===== config.mk =====
export PLATFORM = sky130hd
export DESIGN_NAME = fib_ram_reader_flat
export DESIGN_NICKNAME = d
export VERILOG_FILES = /design/src/rtl/fib_ram_reader_if.sv /design/src/rtl/fib_ram_reader.sv /design/src/flat_wrapper.sv
export SDC_FILE = /design/constraint.sdc
export NUM_CORES = 1
export LEC_CHECK = 0
export ABC_CLOCK_PERIOD_IN_PS = 2100
export CAP_MARGIN = 15
export CORE_ASPECT_RATIO = 1.1
export CORE_MARGIN = 10
export CORE_UTILIZATION = 25
export CTS_CLUSTER_SIZE = 14
export DETAILED_ROUTE_END_ITERATION = 16
export SYNTH_ARGS = -nofsm -noshare
export SYNTH_HDL_FRONTEND = slang
export SYNTH_SLANG_ARGS = --single-unit
export TNS_END_PERCENT = 100

===== constraint.sdc =====
create_clock -name clk -period 2.1 [get_ports clk]
set_clock_uncertainty 0.15 [all_clocks]
set_input_delay 0.63 -clock clk [delete_from_list [all_inputs] [get_ports clk]]
set_output_delay 0.63 -clock clk [all_outputs]
set_load 0.05 [all_outputs]

===== src/rtl/fib_ram_reader_if.sv =====
// rtl/fib_ram_reader_if.sv - address-tagged word stream between the RAM reader and its consumer
interface fib_ram_reader_if #(
    parameter int ADDR_W = 6,
    parameter int DATA_W = 32
);
    logic              m_valid;
    logic              m_ready;
    logic [DATA_W-1:0] m_data;
    logic [ADDR_W-1:0] m_index;

    modport master (
        output m_valid,
        output m_data,
        output m_index,
        input  m_ready
    );

    modport slave (
        input  m_valid,
        input  m_data,
        input  m_index,
        output m_ready
    );
endinterface


===== src/rtl/fib_ram_reader.sv =====
// rtl/fib_ram_reader.sv - sweeps RAM port B after generation and streams each word with its address
module fib_ram_reader #(
    parameter int ADDR_W     = 6,
    parameter int DATA_W     = 32,
    parameter int FIRST_ADDR = 0,
    parameter int LAST_ADDR  = 31,
    parameter int RD_LAT     = 1
) (
    input  logic                clk,
    input  logic                rst,
    input  logic                start_i,
    input  logic                gen_done_i,
    output logic [ADDR_W-1:0]   addrb_o,
    input  logic [DATA_W-1:0]   doutb_i,
    fib_ram_reader_if.master    m_if,
    output logic                busy_o,
    output logic                done_o
);
    localparam logic [ADDR_W-1:0] FIRST_A = ADDR_W'(FIRST_ADDR);
    localparam logic [ADDR_W-1:0] LAST_A  = ADDR_W'(LAST_ADDR);
    localparam logic [1:0]        LAT     = 2'(RD_LAT);

    typedef enum logic [2:0] {
        S_IDLE,
        S_ISSUE,
        S_WAIT,
        S_PRESENT,
        S_FINISH
    } state_t;

    state_t              state_q, state_d;
    logic [ADDR_W-1:0]   addr_q, addr_d;
    logic [ADDR_W-1:0]   addrb_q, addrb_d;
    logic [DATA_W-1:0]   m_data_q, m_data_d;
    logic [ADDR_W-1:0]   m_index_q, m_index_d;
    logic                m_valid_q, m_valid_d;
    logic [1:0]          cnt_q, cnt_d;

    always_ff @(posedge clk) begin
        if (rst) begin
            state_q   <= S_IDLE;
            addr_q    <= '0;
            addrb_q   <= '0;
            m_data_q  <= '0;
            m_index_q <= '0;
            m_valid_q <= 1'b0;
            cnt_q     <= '0;
        end else begin
            state_q   <= state_d;
            addr_q    <= addr_d;
            addrb_q   <= addrb_d;
            m_data_q  <= m_data_d;
            m_index_q <= m_index_d;
            m_valid_q <= m_valid_d;
            cnt_q     <= cnt_d;
        end
    end

    always_comb begin
        state_d   = state_q;
        addr_d    = addr_q;
        addrb_d   = addrb_q;
        m_data_d  = m_data_q;
        m_index_d = m_index_q;
        m_valid_d = m_valid_q;
        cnt_d     = cnt_q;
        case (state_q)
            S_IDLE: begin
                if (start_i && gen_done_i) begin
                    addr_d  = FIRST_A;
                    addrb_d = FIRST_A;
                    state_d = S_ISSUE;
                end
            end
            S_ISSUE: begin
                cnt_d   = LAT;
                state_d = S_WAIT;
            end
            S_WAIT: begin
                // doutb is valid in the cycle the counter reaches 1
                cnt_d = cnt_q - 2'd1;
                if (cnt_q == 2'd1) begin
                    m_data_d  = doutb_i;
                    m_index_d = addr_q;
                    m_valid_d = 1'b1;
                    state_d   = S_PRESENT;
                end
            end
            S_PRESENT: begin
                if (m_valid_q && m_if.m_ready) begin
                    m_valid_d = 1'b0;
                    if (addr_q == LAST_A) begin
                        state_d = S_FINISH;
                    end else begin
                        addr_d  = addr_q + 1'b1;
                        addrb_d = addr_q + 1'b1;
                        state_d = S_ISSUE;
                    end
                end
            end
            S_FINISH: begin
                state_d = S_IDLE;
            end
            default: begin
                state_d = S_IDLE;
            end
        endcase
    end

    assign addrb_o      = addrb_q;
    assign m_if.m_valid = m_valid_q;
    assign m_if.m_data  = m_data_q;
    assign m_if.m_index = m_index_q;
    assign busy_o       = (state_q != S_IDLE);
    assign done_o       = (state_q == S_FINISH);
endmodule


===== src/flat_wrapper.sv =====
// flat-port wrapper written by rule: the top's interface ports become plain ports
module fib_ram_reader_flat 
#(
    parameter int ADDR_W     = 6,
    parameter int DATA_W     = 32,
    parameter int FIRST_ADDR = 0,
    parameter int LAST_ADDR  = 31,
    parameter int RD_LAT     = 1
)
  (clk, rst, start_i, gen_done_i, addrb_o, doutb_i, busy_o, done_o, m_if_m_valid, m_if_m_data, m_if_m_index, m_if_m_ready);
  fib_ram_reader_if #(.ADDR_W(ADDR_W), .DATA_W(DATA_W)) m_if_i ();
  input  logic clk;
  input  logic rst;
  input  logic start_i;
  input  logic gen_done_i;
  output logic [ADDR_W-1:0] addrb_o;
  input  logic [DATA_W-1:0] doutb_i;
  output logic busy_o;
  output logic done_o;
  output wire logic [$bits(m_if_i.m_valid)-1:0] m_if_m_valid;
  output wire logic [$bits(m_if_i.m_data)-1:0] m_if_m_data;
  output wire logic [$bits(m_if_i.m_index)-1:0] m_if_m_index;
  input wire logic [$bits(m_if_i.m_ready)-1:0] m_if_m_ready;
  assign m_if_m_valid = m_if_i.m_valid;
  assign m_if_m_data = m_if_i.m_data;
  assign m_if_m_index = m_if_i.m_index;
  assign m_if_i.m_ready = m_if_m_ready;
  fib_ram_reader #(.ADDR_W(ADDR_W), .DATA_W(DATA_W), .FIRST_ADDR(FIRST_ADDR), .LAST_ADDR(LAST_ADDR), .RD_LAT(RD_LAT)) u_core (.clk(clk), .rst(rst), .start_i(start_i), .gen_done_i(gen_done_i), .addrb_o(addrb_o), .doutb_i(doutb_i), .m_if(m_if_i), .busy_o(busy_o), .done_o(done_o));
endmodule

Yosys cells after proc, flatten, opt, wreduce, memory -nomap -nowiden

Cells that the tools add are included.

Bits in registers: 50
Bits in latches: 0
Memory bits (writable): 0
ROM bits: 0
Input bits: 37
Output and inout bits: 47
Logic and storage cells: 42
Memories: 0

Add/subtract/negate cells: 2
Multiply operators: 0
Div/mod/pow operators: 0
Magnitude comparators: 0
Eq/ne operators: 10
Shift-type cells: 0
Multiplexer cells: 13
Bitwise gates (word level): 0
Reductions and logical operators: 11

Operator list:

| kind                                                                     | count |
|---|---|
| 6-bit two-way mux                                                        | 3 |
| 3-bit two-way mux                                                        | 4 |
| 3-bit case mux with 4 select lines                                       | 1 |
| 6-bit case mux with 2 select lines                                       | 1 |
| 6-bit by 1-bit adder with 6-bit output (second input constant)           | 1 |
| 3-bit by 2-bit equality test with 1-bit output (second input constant)   | 2 |
| 6-bit by 5-bit equality test with 1-bit output (second input constant)   | 1 |
| 2-bit by 1-bit inequality test with 1-bit output (second input constant) | 3 |
| 3-bit AND reduction                                                      | 2 |
| 2-bit nonzero test                                                       | 3 |
| 2-bit case mux with 2 select lines                                       | 1 |
| 4-bit AND reduction                                                      | 1 |
| 3-bit by 1-bit equality test with 1-bit output (second input constant)   | 1 |
| 3-bit equality test (second input constant)                              | 1 |
| 3-bit zero test                                                          | 1 |
| 3-bit nonzero test                                                       | 1 |
| 2-bit by 1-bit equality test with 1-bit output (second input constant)   | 1 |
| 1-bit logical AND                                                        | 2 |
| 1-bit two-way mux                                                        | 2 |
| 2-bit inequality test (second input constant)                            | 1 |
| 1-bit case mux with 2 select lines                                       | 1 |
| 2-bit AND reduction                                                      | 1 |
| 2-bit by 1-bit subtractor with 2-bit output (second input constant)      | 1 |

Depth between registers and ports, before layout

Gate-level depths: netlist (run 1).

Depth after elaboration: 4
Depth in mapped cells: 7
Gate-level depth less buffers: 5

Worst setup path before layout (run 1)

OpenSTA, ideal clock, no wires.

Path type: register to register
Start: reg u_core.addrb_o[1] (netlist name)
End: reg u_core.state_q[0]
Library setup time: 137 ps
Arrival time: 1,689 ps
Data required time: 1,813 ps
Setup slack: 124 ps
Cell stages (with the launch flop): 6
Buffers on the path: 0
Clock period less this slack: 1,976 ps
Cell sequence: dfxtp_1 -> ha_1 -> nand2_1 -> or3_1 -> mux2i_1 -> o221ai_1

RTL lines:

| what                   | RTL line             | source |
|---|---|---|
| end signal: assignment | fib_ram_reader.sv:49 | `state_q <= state_d;` |
| end: declaration       | fib_ram_reader.sv:31 | `state_t state_q, state_d;` |

Worst setup path after layout (run 1)

Start: reg u_core.state_q[2]
End: out busy_o

Cells in the longest elaborated chain, start to end: 1

RTL lines:

| what               | RTL line              | source |
|---|---|---|
| 3-bit nonzero test | fib_ram_reader.sv:114 | `assign busy_o = (state_q != S_IDLE);` |
| end: declaration   | flat_wrapper.sv:18    | `output logic busy_o;` |

No other way between the ends.

==> metrics.txt, run 1 <==
Mapped Cells around 240; status completed; mux contribution to synthesized area under 10%; Detailed Routing Iterations Pass 1 4; Critical path buffers and inverters 1; first-pass GRT wire length around 9.4 mm; WL per Instance 13.25 µm; Setup Crit Path Kind flop to output port; simple-gate share of the synthesized area between 20% and 30%; Nets 365; vias in the first global route between 1,500 and 2,000; VDD IR-drop max ~410 µV; final hold violation count 0; Final Cell Area about 0.0030 mm²; Startpoint Class flop; Cell Area, Synth approximately 0.0020 mm²; CTS tree built; RR Startpoint u_core.addrb_o[0]$_SDFFE_PP0P_; Finished Layout Cells 434; DRT iter0 DRCs 57; Syn Nets around 280; syn_area_per_cell ~8.2 µm²; clock latency on the worst-skew pair 0.30 ns; RR Endpoint u_core.addrb_o[0]$_SDFFE_PP0P_; worst r2r path cells 5; core area 0.007828 mm²; Synth Area in Compound Gates roughly 17%; Crit. Startpoint u_core.state_q[2]$_SDFFE_PP0P_; asr flop ratio synth 0%; Inserted Clock Buffers 5; synthesis-to-finish area growth 51.97%; CP max-delay cell or3_1; placed wire-length estimate roughly 4.3 mm; Worst-Margin Slew 0.4400 ns; Die X around 110 µm; Worst-path clk slew 0.09 ns; Clock H-tree levels 2; maximum clock rate slightly below 500 MHz; vias per cell 4.412; Port Buffer Count 83; DRC errors left 0; most numerous cell in the Yosys netlist nand2_1; clk sinks 50; leading cell types by count after synthesis nand2_1 (88), dfxtp_1 (50), a21oi_1 (34); synthesized flop and latch total 50; Synth Area in XOR/XNOR 0%; fin crit share a little over nine tenths; crit-path cells or3_1 > buf_6; initial antenna violation count 0; CP peak stage delay between 0.4 and 0.5 ns; normalized max-slew margin 70.62%; Critical Path AT 1.26 ns; unrepaired setup endpoints after global routing no; GRT overflow 0; leakage power about 1.2 nW; Crit Path Max Fanout 6; top_reg_cell synth dfxtp_1; Root Buffer clkbuf_8; CP Capture Type output port; layout cells sized above 1 23.62%; GRT Util Overall under 10%; post-layout min period just over 2 ns; sequential area share after synthesis between 50% and 60%; Worst Path Required ~1.3 ns; Post-DRT Antenna Nets 0; Post-Synth Adder-Cell Area about 1.3%; total die area about 0.012 mm²; Synth area leaders dfxtp_1 (50%), nand2_1 (17%), a21oi_1 (8.5%); number of flops mapped to enable cells by yosys 0; pwr/cell area roughly 630 mW/mm²; top cell type by total area after synthesis dfxtp_1; # IOs 84; Yosys warnings 0; clk buf depth 2; row count 34; top cell type's share of synthesized area roughly 50%; CP Depth 2; Routed WL 5.752 mm; Cell Area, Placed between 0.002 and 0.003 mm²; largest family of logic cells by synthesized area simple AND/OR/NAND/NOR gates; final setup fails 0; Max Cap Viol 0; Worst R2R Setup Slack 0.35 ns; vias approximately 1,900; CTS Hold Buffers Added 0; initial cell density of the core between 20% and 30%; Hold Path Class flop to flop; synth unique cells 33; Die Y about 110 µm; Top delay family on crit path simple AND/OR/NAND/NOR gates; worst setup path end busy_o; Post-Place Cells ~430; Slew Viols, Final 0; largest net degree at the start of global routing 39; GP Congestion about 0.82; antenna cells 0
==> cell type report <==
class	instances	area, µm²
clock buffer	6	82.58
clock inverter	1	30.03
fill	828	4795
inverter	5	18.77
multi-input combinational	174	884.6
sequential	50	1005
tap	108	135.1
timing repair buffer	90	877.1
==> layout by cell type, fill, tap and decap left out, drive strengths merged <==
cell / synthesis / routed
nand2: 88 / 88
buf: 9 / 55
dfxtp: 50 / 50
a21oi: 41 / 41
clkdlybuf4s50: 0 / 35
a31oi: 7 / 7
nor2: 7 / 7
clkbuf: 6 / 6
inv: 5 / 5
nand3: 3 / 3
o21ai: 3 / 3
or3: 2 / 2
and2: 2 / 2
and3b: 2 / 2
mux2i: 2 / 2
ha: 2 / 2
nor3: 2 / 2
nor2b: 1 / 1
nand3b: 1 / 1
nand4: 1 / 1
nand4b: 1 / 1
o311ai: 1 / 1
and3: 1 / 1
nand2b: 1 / 1
o31ai: 1 / 1
o221ai: 1 / 1
mux2: 1 / 1
a211oi: 1 / 1
a2bb2oi: 1 / 1
a22o: 1 / 1
bufinv: 0 / 1
==> per-layer routing <==
layer  global-route usage, %  up-vias  wire length (µm)
met5                       0        -                 0
met4                   2.747        0                70
met3                   3.610        8               376
met2                   15.36       68              2766
met1                   11.52      866              2538
li1                        -      973                 -
==> state kept, by name (all words and copies together), names as in the netlist <==
register / count
u_core.m_if.m_valid: 1
u_core.cnt_q: 2
u_core.m_if.m_data: 32
u_core.m_if.m_index: 6
u_core.addrb_o: 6
u_core.state_q: 3
==> worst min path at each step <==
stage | slack, ns | endpoint | startpoint | depth (start not counted)
2_1_floorplan | 0.32 | u_core.cnt_q[1]$_SDFFE_PP0P_ | u_core.cnt_q[1]$_SDFFE_PP0P_ | 2
3_3_place_gp | 0.29 | u_core.m_if.m_data[0]$_SDFFE_PP0P_ | u_core.m_if.m_data[0]$_SDFFE_PP0P_ | 2
3_5_place_dp | 0.30 | u_core.m_if.m_data[23]$_SDFFE_PP0P_ | u_core.m_if.m_data[23]$_SDFFE_PP0P_ | 2
4_1_cts | 0.31 | u_core.m_if.m_data[23]$_SDFFE_PP0P_ | u_core.m_if.m_data[23]$_SDFFE_PP0P_ | 2
5_1_grt | 0.33 | u_core.m_if.m_data[5]$_SDFFE_PP0P_ | u_core.m_if.m_data[5]$_SDFFE_PP0P_ | 2
6_report | 0.31 | u_core.m_if.m_data[9]$_SDFFE_PP0P_ | u_core.m_if.m_data[9]$_SDFFE_PP0P_ | 2
==> cells by family (layout without fill, tap and decap cells) <==
family                     count (synthesis)  after routing
buffers and inverters                     20            102
DFF                                       50             50
and+or+nand+nor                          112            112
AOI/OAI and AO/OA                         57             57
muxes                                      3              3
adders and majority gates                  2              2
==> power breakdown <==
part	switching, mW	internal (mW)	total (mW)
Sequential	0.0181	0.967	0.985
Combinational	0.126	0.119	0.245
Clock	0.307	0.381	0.688
Total	0.451	1.47	1.92
==> what timing repair did <==
action                                  in CTS  in global routing
endpoints found under the hold margin        0                  0
cloned                                       0                  0
setup buffers                                0                  0
resized for setup                            2                  3
endpoints found under the setup margin       2                  2
==> per-stage QoR <==
step | utilization, % | hold WS, ns | setup TNS [ns] | worst slack [ns] | power, mW
3_5_place_dp | 37.18 | 0.2978 | -0.7167 | -0.1666 | 1.251
2_1_floorplan | - | 0.3170 | 0 | 0.1239 | 1.138
6_report | 38.75 | 0.3087 | 0 | 0.06215 | 1.918
3_3_place_gp | 37.18 | 0.2936 | -0.4227 | -0.09239 | 1.248
5_1_grt | 38.75 | 0.3292 | 0 | 0.001764 | 2.008
4_1_cts | 38.65 | 0.3112 | -0.00002054 | -0.00002054 | 1.952
==> worst min-delay path, stage by stage (launching register included) <==
cell and delay [ns]:
dfxtp_1 0.32, nand2_1 0.05, a21oi_1 0.05
Note: power is estimated with default switching activity, not from simulation.
==> run 2: changes to the inputs <==
CTS_BUF_LIST = sky130_fd_sc_hd__clkbuf_8   (was default)
==> results of run 2 <==
Same layout as run 1: the final DEF is identical, and so are final timing and power.
